**config.mk**
```make
export PLATFORM = sky130hd
export DESIGN_NAME = mem_access_unit_flat
export DESIGN_NICKNAME = d
export VERILOG_FILES = /design/src/rtl/mem_access_unit_if.sv /design/src/rtl/mem_access_unit.sv /design/src/flat_wrapper.sv
export SDC_FILE = /design/constraint.sdc
export NUM_CORES = 1
export LEC_CHECK = 0
export ABC_CLOCK_PERIOD_IN_PS = 2050
export CAP_MARGIN = 10
export CORE_MARGIN = 4
export CORE_UTILIZATION = 44
export CTS_CLUSTER_SIZE = 8
export DETAILED_ROUTE_END_ITERATION = 16
export GPL_TIMING_DRIVEN = 1
export HOLD_SLACK_MARGIN = 0.12
export PLACE_DENSITY = 0.79
export SLEW_MARGIN = 10
export SYNTH_ARGS = -nofsm -noshare
export SYNTH_HDL_FRONTEND = slang
export SYNTH_SLANG_ARGS = --single-unit
```
**constraint.sdc**
```tcl
create_clock -name clk -period 2.05 [get_ports clk]
set_input_delay 0.205 -clock clk [delete_from_list [all_inputs] [get_ports clk]]
set_output_delay 0.205 -clock clk [all_outputs]
set_load 0.01 [all_outputs]
```
**src/rtl/mem_access_unit_if.sv**
```systemverilog
// Request-side bus of mem_access_unit: the datapath MEM stage drives the request
// fields (master modport), and the unit returns the load result and the
// completion status (slave modport).
interface mem_access_unit_if #(
  parameter int ADDR_W = 10
) ();
  logic              req;
  logic              wr;
  logic [1:0]        size;
  logic              sign_ext;
  logic [ADDR_W+1:0] addr;
  logic [31:0]       wdata;
  logic [31:0]       rdata;
  logic              ack;
  logic              err;
  logic              busy;

  modport master (
    output req, wr, size, sign_ext, addr, wdata,
    input  rdata, ack, err, busy
  );

  modport slave (
    input  req, wr, size, sign_ext, addr, wdata,
    output rdata, ack, err, busy
  );
endinterface

```
**src/rtl/mem_access_unit.sv**
```systemverilog
// mem_access_unit: load/store sequencer in front of the 1024x32 data RAM.
// Word accesses go straight to the RAM. Sub-word stores read the word, merge
// the new lane(s) and write it back. Sub-word loads pick the lane and extend it.
// Build option: define HALFWORD_EN to make size=2'b10 (halfword) legal;
// without it halfword requests take the error path.
//
// state  | meaning
// IDLE   | waiting for req, latches request fields
// ERR    | misaligned/reserved request, ack+err pulse
// WR     | word store, ram_we high
// RD     | load, RAM address being read
// RCAP   | load, ram_dout captured into rdata, ack next cycle
// RMW_RD | sub-word store, reading the old word
// RMW_WR | sub-word store, writing the merged word
// DONE   | store complete, ack pulse
module mem_access_unit #(
  parameter int ADDR_W = 10
) (
  input  logic              clk,
  input  logic              rst,
  mem_access_unit_if.slave  bus,
  output logic              ram_we,
  output logic [ADDR_W-1:0] ram_addr,
  output logic [31:0]       ram_din,
  input  logic [31:0]       ram_dout
);

  localparam logic [2:0] S_IDLE   = 3'd0;
  localparam logic [2:0] S_ERR    = 3'd1;
  localparam logic [2:0] S_WR     = 3'd2;
  localparam logic [2:0] S_RD     = 3'd3;
  localparam logic [2:0] S_RCAP   = 3'd4;
  localparam logic [2:0] S_RMW_RD = 3'd5;
  localparam logic [2:0] S_RMW_WR = 3'd6;
  localparam logic [2:0] S_DONE   = 3'd7;

  logic [2:0]        state_q, state_d;
  logic [ADDR_W+1:0] addr_q, addr_d;
  logic [1:0]        size_q, size_d;
  logic              sign_ext_q, sign_ext_d;
  logic [31:0]       rdata_q, rdata_d;
  logic              ack_q, ack_d;
  logic              err_q, err_d;
  logic              ram_we_q, ram_we_d;
  logic [31:0]       ram_din_q, ram_din_d;

  logic              legal;
  logic [7:0]        lane_byte;
  logic [31:0]       load_val;
  logic [31:0]       merged;

  // Alignment and size legality of the incoming request.
  always_comb begin
    legal = 1'b0;
    case (bus.size)
      2'b00:   legal = (bus.addr[1:0] == 2'b00);
      2'b01:   legal = 1'b1;
`ifdef HALFWORD_EN
      2'b10:   legal = !bus.addr[0];
`endif
      default: legal = 1'b0;
    endcase
  end

  // Lane extraction/extension for loads and lane merge for sub-word stores.
  // ram_din_q holds the latched store data from acceptance until the merge.
  always_comb begin
    lane_byte = 8'h00;
    case (addr_q[1:0])
      2'd0:    lane_byte = ram_dout[7:0];
      2'd1:    lane_byte = ram_dout[15:8];
      2'd2:    lane_byte = ram_dout[23:16];
      default: lane_byte = ram_dout[31:24];
    endcase
    load_val = {{24{sign_ext_q & lane_byte[7]}}, lane_byte};
    merged   = ram_dout;
    if (size_q == 2'b00) begin
      load_val = ram_dout;
    end
`ifdef HALFWORD_EN
    else if (size_q == 2'b10) begin
      if (addr_q[1]) begin
        load_val      = {{16{sign_ext_q & ram_dout[31]}}, ram_dout[31:16]};
        merged[31:16] = ram_din_q[15:0];
      end else begin
        load_val      = {{16{sign_ext_q & ram_dout[15]}}, ram_dout[15:0]};
        merged[15:0]  = ram_din_q[15:0];
      end
    end
`endif
    else begin
      case (addr_q[1:0])
        2'd0:    merged[7:0]   = ram_din_q[7:0];
        2'd1:    merged[15:8]  = ram_din_q[7:0];
        2'd2:    merged[23:16] = ram_din_q[7:0];
        default: merged[31:24] = ram_din_q[7:0];
      endcase
    end
  end

  // Next-state and registered-output logic; the write strobe and ack are
  // derived from the state being entered so they line up with it exactly.
  always_comb begin
    state_d    = state_q;
    addr_d     = addr_q;
    size_d     = size_q;
    sign_ext_d = sign_ext_q;
    rdata_d    = rdata_q;
    ram_din_d  = ram_din_q;
    case (state_q)
      S_IDLE: begin
        if (bus.req) begin
          addr_d     = bus.addr;
          size_d     = bus.size;
          sign_ext_d = bus.sign_ext;
          if (bus.wr) begin
            ram_din_d = bus.wdata;
          end
          if (!legal) begin
            state_d = S_ERR;
          end else if (bus.wr && (bus.size == 2'b00)) begin
            state_d = S_WR;
          end else if (bus.wr) begin
            state_d = S_RMW_RD;
          end else begin
            state_d = S_RD;
          end
        end
      end
      S_ERR:    state_d = S_IDLE;
      S_WR:     state_d = S_DONE;
      S_RD:     state_d = S_RCAP;
      S_RCAP: begin
        rdata_d = load_val;
        state_d = S_IDLE;
      end
      S_RMW_RD: begin
        ram_din_d = merged;
        state_d   = S_RMW_WR;
      end
      S_RMW_WR: state_d = S_DONE;
      S_DONE:   state_d = S_IDLE;
      default:  state_d = S_IDLE;
    endcase
    ram_we_d = (state_d == S_WR) || (state_d == S_RMW_WR);
    ack_d    = (state_d == S_ERR) || (state_d == S_DONE) || (state_q == S_RCAP);
    err_d    = (state_d == S_ERR);
  end

  // State and output registers with synchronous reset.
  always_ff @(posedge clk) begin
    if (rst) begin
      state_q    <= S_IDLE;
      addr_q     <= '0;
      size_q     <= '0;
      sign_ext_q <= 1'b0;
      rdata_q    <= '0;
      ack_q      <= 1'b0;
      err_q      <= 1'b0;
      ram_we_q   <= 1'b0;
      ram_din_q  <= '0;
    end else begin
      state_q    <= state_d;
      addr_q     <= addr_d;
      size_q     <= size_d;
      sign_ext_q <= sign_ext_d;
      rdata_q    <= rdata_d;
      ack_q      <= ack_d;
      err_q      <= err_d;
      ram_we_q   <= ram_we_d;
      ram_din_q  <= ram_din_d;
    end
  end

  assign bus.rdata = rdata_q;
  assign bus.ack   = ack_q;
  assign bus.err   = err_q;
  assign bus.busy  = (state_q != S_IDLE);
  assign ram_we    = ram_we_q;
  assign ram_addr  = addr_q[ADDR_W+1:2];
  assign ram_din   = ram_din_q;

endmodule

```
**src/flat_wrapper.sv**
```systemverilog
// flat-port wrapper written by rule: the top's interface ports become plain ports
module mem_access_unit_flat 
#(
  parameter int ADDR_W = 10
)
  (clk, rst, ram_we, ram_addr, ram_din, ram_dout, bus_req, bus_wr, bus_size, bus_sign_ext, bus_addr, bus_wdata, bus_rdata, bus_ack, bus_err, bus_busy);
  mem_access_unit_if #(.ADDR_W(ADDR_W)) bus_i ();
  input  logic clk;
  input  logic rst;
  output logic ram_we;
  output logic [ADDR_W-1:0] ram_addr;
  output logic [31:0] ram_din;
  input  logic [31:0] ram_dout;
  input wire logic [$bits(bus_i.req)-1:0] bus_req;
  input wire logic [$bits(bus_i.wr)-1:0] bus_wr;
  input wire logic [$bits(bus_i.size)-1:0] bus_size;
  input wire logic [$bits(bus_i.sign_ext)-1:0] bus_sign_ext;
  input wire logic [$bits(bus_i.addr)-1:0] bus_addr;
  input wire logic [$bits(bus_i.wdata)-1:0] bus_wdata;
  output wire logic [$bits(bus_i.rdata)-1:0] bus_rdata;
  output wire logic [$bits(bus_i.ack)-1:0] bus_ack;
  output wire logic [$bits(bus_i.err)-1:0] bus_err;
  output wire logic [$bits(bus_i.busy)-1:0] bus_busy;
  assign bus_i.req = bus_req;
  assign bus_i.wr = bus_wr;
  assign bus_i.size = bus_size;
  assign bus_i.sign_ext = bus_sign_ext;
  assign bus_i.addr = bus_addr;
  assign bus_i.wdata = bus_wdata;
  assign bus_rdata = bus_i.rdata;
  assign bus_ack = bus_i.ack;
  assign bus_err = bus_i.err;
  assign bus_busy = bus_i.busy;
  mem_access_unit #(.ADDR_W(ADDR_W)) u_core (.clk(clk), .rst(rst), .bus(bus_i), .ram_we(ram_we), .ram_addr(ram_addr), .ram_din(ram_din), .ram_dout(ram_dout));
endmodule
```
==> results of run 1 <==
[kinds of logic (layout without fill, tap and decap cells)]
logic type	after synthesis	in the layout	synth area share [%]
AND/OR/NAND/NOR	164	164	18.2
multiplexers	16	16	6.00
XOR/XNOR	1	1	0.212
flip-flops	85	85	41.2
AO/OA/AOI/OAI	153	153	26.8
buffers and inverters	59	201	7.60
[flip-flops by register name, indices dropped and copies added (netlist names)]
signal,cells
u_core.addr_q,12
u_core.size_q,2
u_core.ram_din,32
u_core.bus.ack,1
u_core.state_q,3
u_core.sign_ext_q,1
u_core.ram_we,1
u_core.bus.rdata,32
u_core.bus.err,1
[routing by layer]
layer	GRT usage, %	routed length [µm]	up-vias
met1	30.6	5520	1971
li1	-	-	1988
met4	10.0	390	0
met2	37.9	6260	202
met5	0	0	-
met3	5.81	1170	28
[power by group]
group | internal, mW | switching (mW)
clock network | 0.457 | 0.652
registers | 1.80 | 0.121
logic | 0.622 | 0.542
[critical path, cell delays in order (launching register included)]
cell and delay, ns:
dfxtp_2 0.41, or3_2 0.49, clkdlybuf4s50_1 0.51
[how the worst max path moves through the flow]
stage | startpoint | to | slack, ns | cells after the start
after floorplan | u_core.state_q[2] | u_core.bus.rdata[21] | 0.46 | 6
after global placement | bus_req | u_core.ram_we | 0.21 | 5
after detailed placement | bus_req | u_core.ram_we | 0.11 | 5
after CTS | u_core.state_q[1] | bus_busy | 0.02 | 2
after global routing | u_core.state_q[0] | bus_busy | 0.02 | 2
final | u_core.state_q[0] | bus_busy | 0.08 | 2
[metrics by stage]
step | hold WS (ns) | util [%]
after floorplan | 0.341 | -
after global placement | 0.444 | 62.8
after detailed placement | 0.447 | 62.8
after CTS | 0.306 | 64.7
after global routing | 0.340 | 64.8
final | 0.316 | 64.8
[area by class of cell]
class	count	area (µm²)	share of cell area (%)
Multi-Input combinational cell	334	2120	35.5
Tap cell	111	139	2.33
Timing Repair Buffer	180	1800	30.2
Sequential cell	85	1700	28.6
Inverter	5	18.8	0.315
Clock buffer	9	124	2.08
Clock inverter	7	56.3	0.945
[what timing repair did]
item	in CTS	in global routing
setup endpoints to repair	1	1
hold buffers	0	0
gates resized for setup	1	1
[cells in the mapped netlist (all sizes together), types with 3 or more instances]
cell	n
mux4	7
nor3	11
nor2	46
a211oi	46
a311oi	8
a21oi	36
dfxtp	85
a22o	8
nand3b	3
nand2	80
o2bb2ai	15
mux2i	9
inv	5
and3	7
buf	28
clkbuf	26
o21a	7
o21ai	21
and2	3
==> results.toml, run 1 <==
[synthesis]
syn_avg_cell_area_um2 = 8.64
ys_types = 54
synth_area_um2 = 4130
ys_ff_latch = 85
synth_edf_count = 0
syn_inst = 478
ys.flop_type = "dfxtp_1"
yosys.area.top_type = "dfxtp_1"
syn-num-nets = 561
ys_seq_area_share_pct = 41.2
ys_top_cells_by_area = "dfxtp_1 (41%), a211oi_1 (7.5%), nand2_1 (7.3%)"
synth_top_cell_area_share_pct = 41.2
synthArstFlopShare_pct = 0
ys_warn_count = 0

[clock_tree]
numCtsBuffers = 9
clk_pin_slew_worst_paths_ns = 0.08
clock_latency_ns = 0.36
cts_setup_buffers = 0
cts_tree = "built"
cts_sinks = 85
cts_root_buffer = "clkbuf_8"
htree_levels = 3
clk_path_buf_depth = 2

[setup_path]
rr_startpoint = "u_core.state_q[2]"
worstReg2RegEnd = "u_core.ram_din[6]"
cp.arrival_ns = 1.76
end_kind = "primary output"
critPathRequiredTime_ns = 1.85
critPathMaxFanout = 13
rr_worst_depth = 6
crit_path_start_kind = "flip-flop"
r2r_slack_ns = 0.31
path_class = "flip-flop to primary output"

[floorplan]
initial_core_util_pct = 44.9
die-area_um2 = 11000
chipHeight_um = 105
core-area_um2 = 9200
die_x_um = 105
rows = 35
ioPinCount = 161

[sta]
fin_crit_sh_pct = 96.0
worst_slack_ns = 0.0813
totalNegativeSetupSlack_ns = 0
skew_ns = 0.0148
hold_violations = 0
fin_crit_ns = 1.97
slew_viol_final = 0
setup_viol = 0
worst_pin_slew_ns = 0.603
relSlewSlack_pct = 59.8
fmax_mhz = 508
rsz0062_at_grt = "false"

[global_route]
antenna_found_initial = 0
grt_use_total_pct = 23.7
gr-total-overflow = 0
grt_pass1_vias = 4030
grt_max_degree = 41
grt_pass1_wl_um = 21000

[finish]
final_cell_mix = "clkdlybuf4s50_1 (159), dfxtp_1 (83), nand2_1 (80)"
final_cell_area_um2 = 5960
fill_cells = 785
final_common_cell = "clkdlybuf4s50_1"
diodes = 0
drive_above_1_share_pct = 10.3
finish.net_count = 698
finalNonFillerCells = 731
area_delta_synth_final_pct = 44.2

[route]
vias = 4189
dr.pass1.iters = 4
ant_nets = 0
via_per_inst = 5.73
drc = 0
drt_iter0_drc = 283
avgRoutedWirePerCell_um = 18.2
wirelength_um = 13300

[pwr]
p_per_area_nw_per_um2 = 704
ir_drop_v = 0.000349
total_power_mw = 4.20
leakage_nw = 2.20

[outcome]
status = "complete, no violations"

[worst_hold_path]
worstHoldEndpoint = "u_core.state_q[2]"
min_from = "rst"
min_path_cells = 2
min_path_type = "input port to flip-flop"

[flow_run]
maxCapViolations = 0

[placement]
dpl_worst_slack_ns = 0.113
dp_cells = 715
io_buffers = 160
gp_congestion = 0.906
place_hpwl_um = 10200
placement.cell_area_um2 = 5770
Power figures use the tool's default switching activity.
==> run 2, diff against run 1 <==
Settings changed: CTS_CLUSTER_SIZE 8 to 25.
==> results of run 2 <==
No change in the layout: final DEF, timing and power equal those of run 1.
==> run 3, diff against run 2 <==
Settings changed: REMOVE_ABC_BUFFERS set to 1, SLEW_MARGIN 10 to unset.
==> results.toml, run 3 (synthesis gave the netlist of run 1 again) <==
[finish]
diodes = 0
area_delta_synth_final_pct = 44.4
utilization_pct = 64.9
drive_above_1_share_pct = 10.2
final_cell_mix = "clkdlybuf4s50_1 (159), dfxtp_1 (83), nand2_1 (80)"
final_common_cell = "clkdlybuf4s50_1"
finalNonFillerCells = 731
finish.net_count = 698

[flow_run]
maxCapViolations = 0

[sta]
totalNegativeSetupSlack_ns = 0
hold_violations = 0
relSlewSlack_pct = 60.2
setup_viol = 0
fin_crit_ns = 1.96
worst_pin_slew_ns = 0.596
skew_ns = 0.0114
rsz0062_at_grt = "false"
fin_crit_sh_pct = 95.4
slew_viol_final = 0
fin_hold_ws_ns = 0.248
fmax_mhz = 511

[setup_path]
critPathMaxFanout = 12
cp.arrival_ns = 1.75
crit_slowest_cell = "clkdlybuf4s50_1"
path_class = "flip-flop to primary output"
max_stage_delay_ns = 0.49
critPathRequiredTime_ns = 1.85
end_kind = "primary output"
crit_chain = "or3_2 > clkdlybuf4s50_1"
crit_path_start_kind = "flip-flop"

[global_route]
antenna_found_initial = 0
grt_use_total_pct = 23.2
grt_max_degree = 41
grt_pass1_wl_um = 20800
grt_pass1_vias = 3970
gr-total-overflow = 0

[pwr]
ir_drop_v = 0.000366
leakage_nw = 2.21
p_per_area_nw_per_um2 = 718

[clock_tree]
clk_path_buf_depth = 2
numCtsBuffers = 9
htree_levels = 3
cts_sinks = 85
clk_pin_slew_worst_paths_ns = 0.09
cts_root_buffer = "clkbuf_8"
cts_tree = "built"
hold_buffers = 0
clock_latency_ns = 0.35

[floorplan]
core-area_um2 = 9200
initial_core_util_pct = 44.9
chipHeight_um = 105
die-area_um2 = 11000
ioPinCount = 161
rows = 35
die_x_um = 105

[route]
drt_iter0_drc = 271
avgRoutedWirePerCell_um = 18.0
ant_nets = 0
dr.pass1.iters = 7
vias = 4094
wirelength_um = 13200
drc = 0
via_per_inst = 5.60

[outcome]
status = "complete, no violations"

[placement]
dp_cells = 715
gp_congestion = 0.904
place_hpwl_um = 10000
io_buffers = 160

[worst_hold_path]
min_path_type = "input port to flip-flop"
-- run 3: cell types whose count changed in the layout (fill, tap and decap cells not counted) --
cell       previous run  this run
clkbuf_8              9        10
inv_6                 4         0
buf_4                16        17
buf_12                4         3
clkbuf_1              0         1
bufinv_16             0         1
clkinv_4              1         2
-- run 3: power by group --
part / total, mW / internal, mW / switching [mW]
sequential: 1.92 / 1.80 / 0.122
clock: 1.21 / 0.600 / 0.613
combinational: 1.15 / 0.616 / 0.533
-- run 3: area by class of cell --
type | count | area, µm²
clock buffer | 11 | 141
fill | 767 | 3230
multi-input combinational | 334 | 2120
sequential | 85 | 1700
clock inverter | 5 | 60.1
inverter | 5 | 18.8
timing repair buffer | 180 | 1780
tap | 111 | 139
-- run 3: per-layer routing --
metal | GRT usage, % | part of all wire [%]
met4 | 8.15 | 2.8
met2 | 37.8 | 47
met1 | 30.7 | 43
met5 | 0 | 0
met3 | 4.51 | 6.7
-- run 3: path summary, 6_finish.rpt --
check,startpoint,end,slack [ns],cells after the start
min reg2reg,u_core.addr_q[2],u_core.addr_q[2],0.46,2
max,u_core.state_q[2],bus_busy,0.09,2
min,rst,u_core.addr_q[8],0.25,2
max reg2reg,u_core.state_q[2],u_core.ram_din[4],0.12,4
-- run 3: repair_timing --
| item | CTS | global route |
|---|---|---|
| gates resized for setup | 1 | 1 |
| setup buffers | 0 | 0 |
| endpoints found under the setup margin | 1 | 1 |
-- run 3: per-stage QoR --
step / worst slack [ns] / power (mW) / instance area (µm²)
after floorplan: 0.0629 / 2.44 / 3830
after global placement: 0.205 / 3.08 / 5760
after detailed placement: 0.110 / 3.10 / 5760
after CTS: 0.0414 / 4.30 / 5960
after global routing: 0.0350 / 4.49 / 5960
final: 0.0947 / 4.29 / 5960
-- run 3: worst max-delay path, delay by kind of cell, from the launching register on --
kind	cells	cell delay, ns
and+or+nand+nor	1	0.46
buffers and inverters	1	0.49
DFF	1	0.46
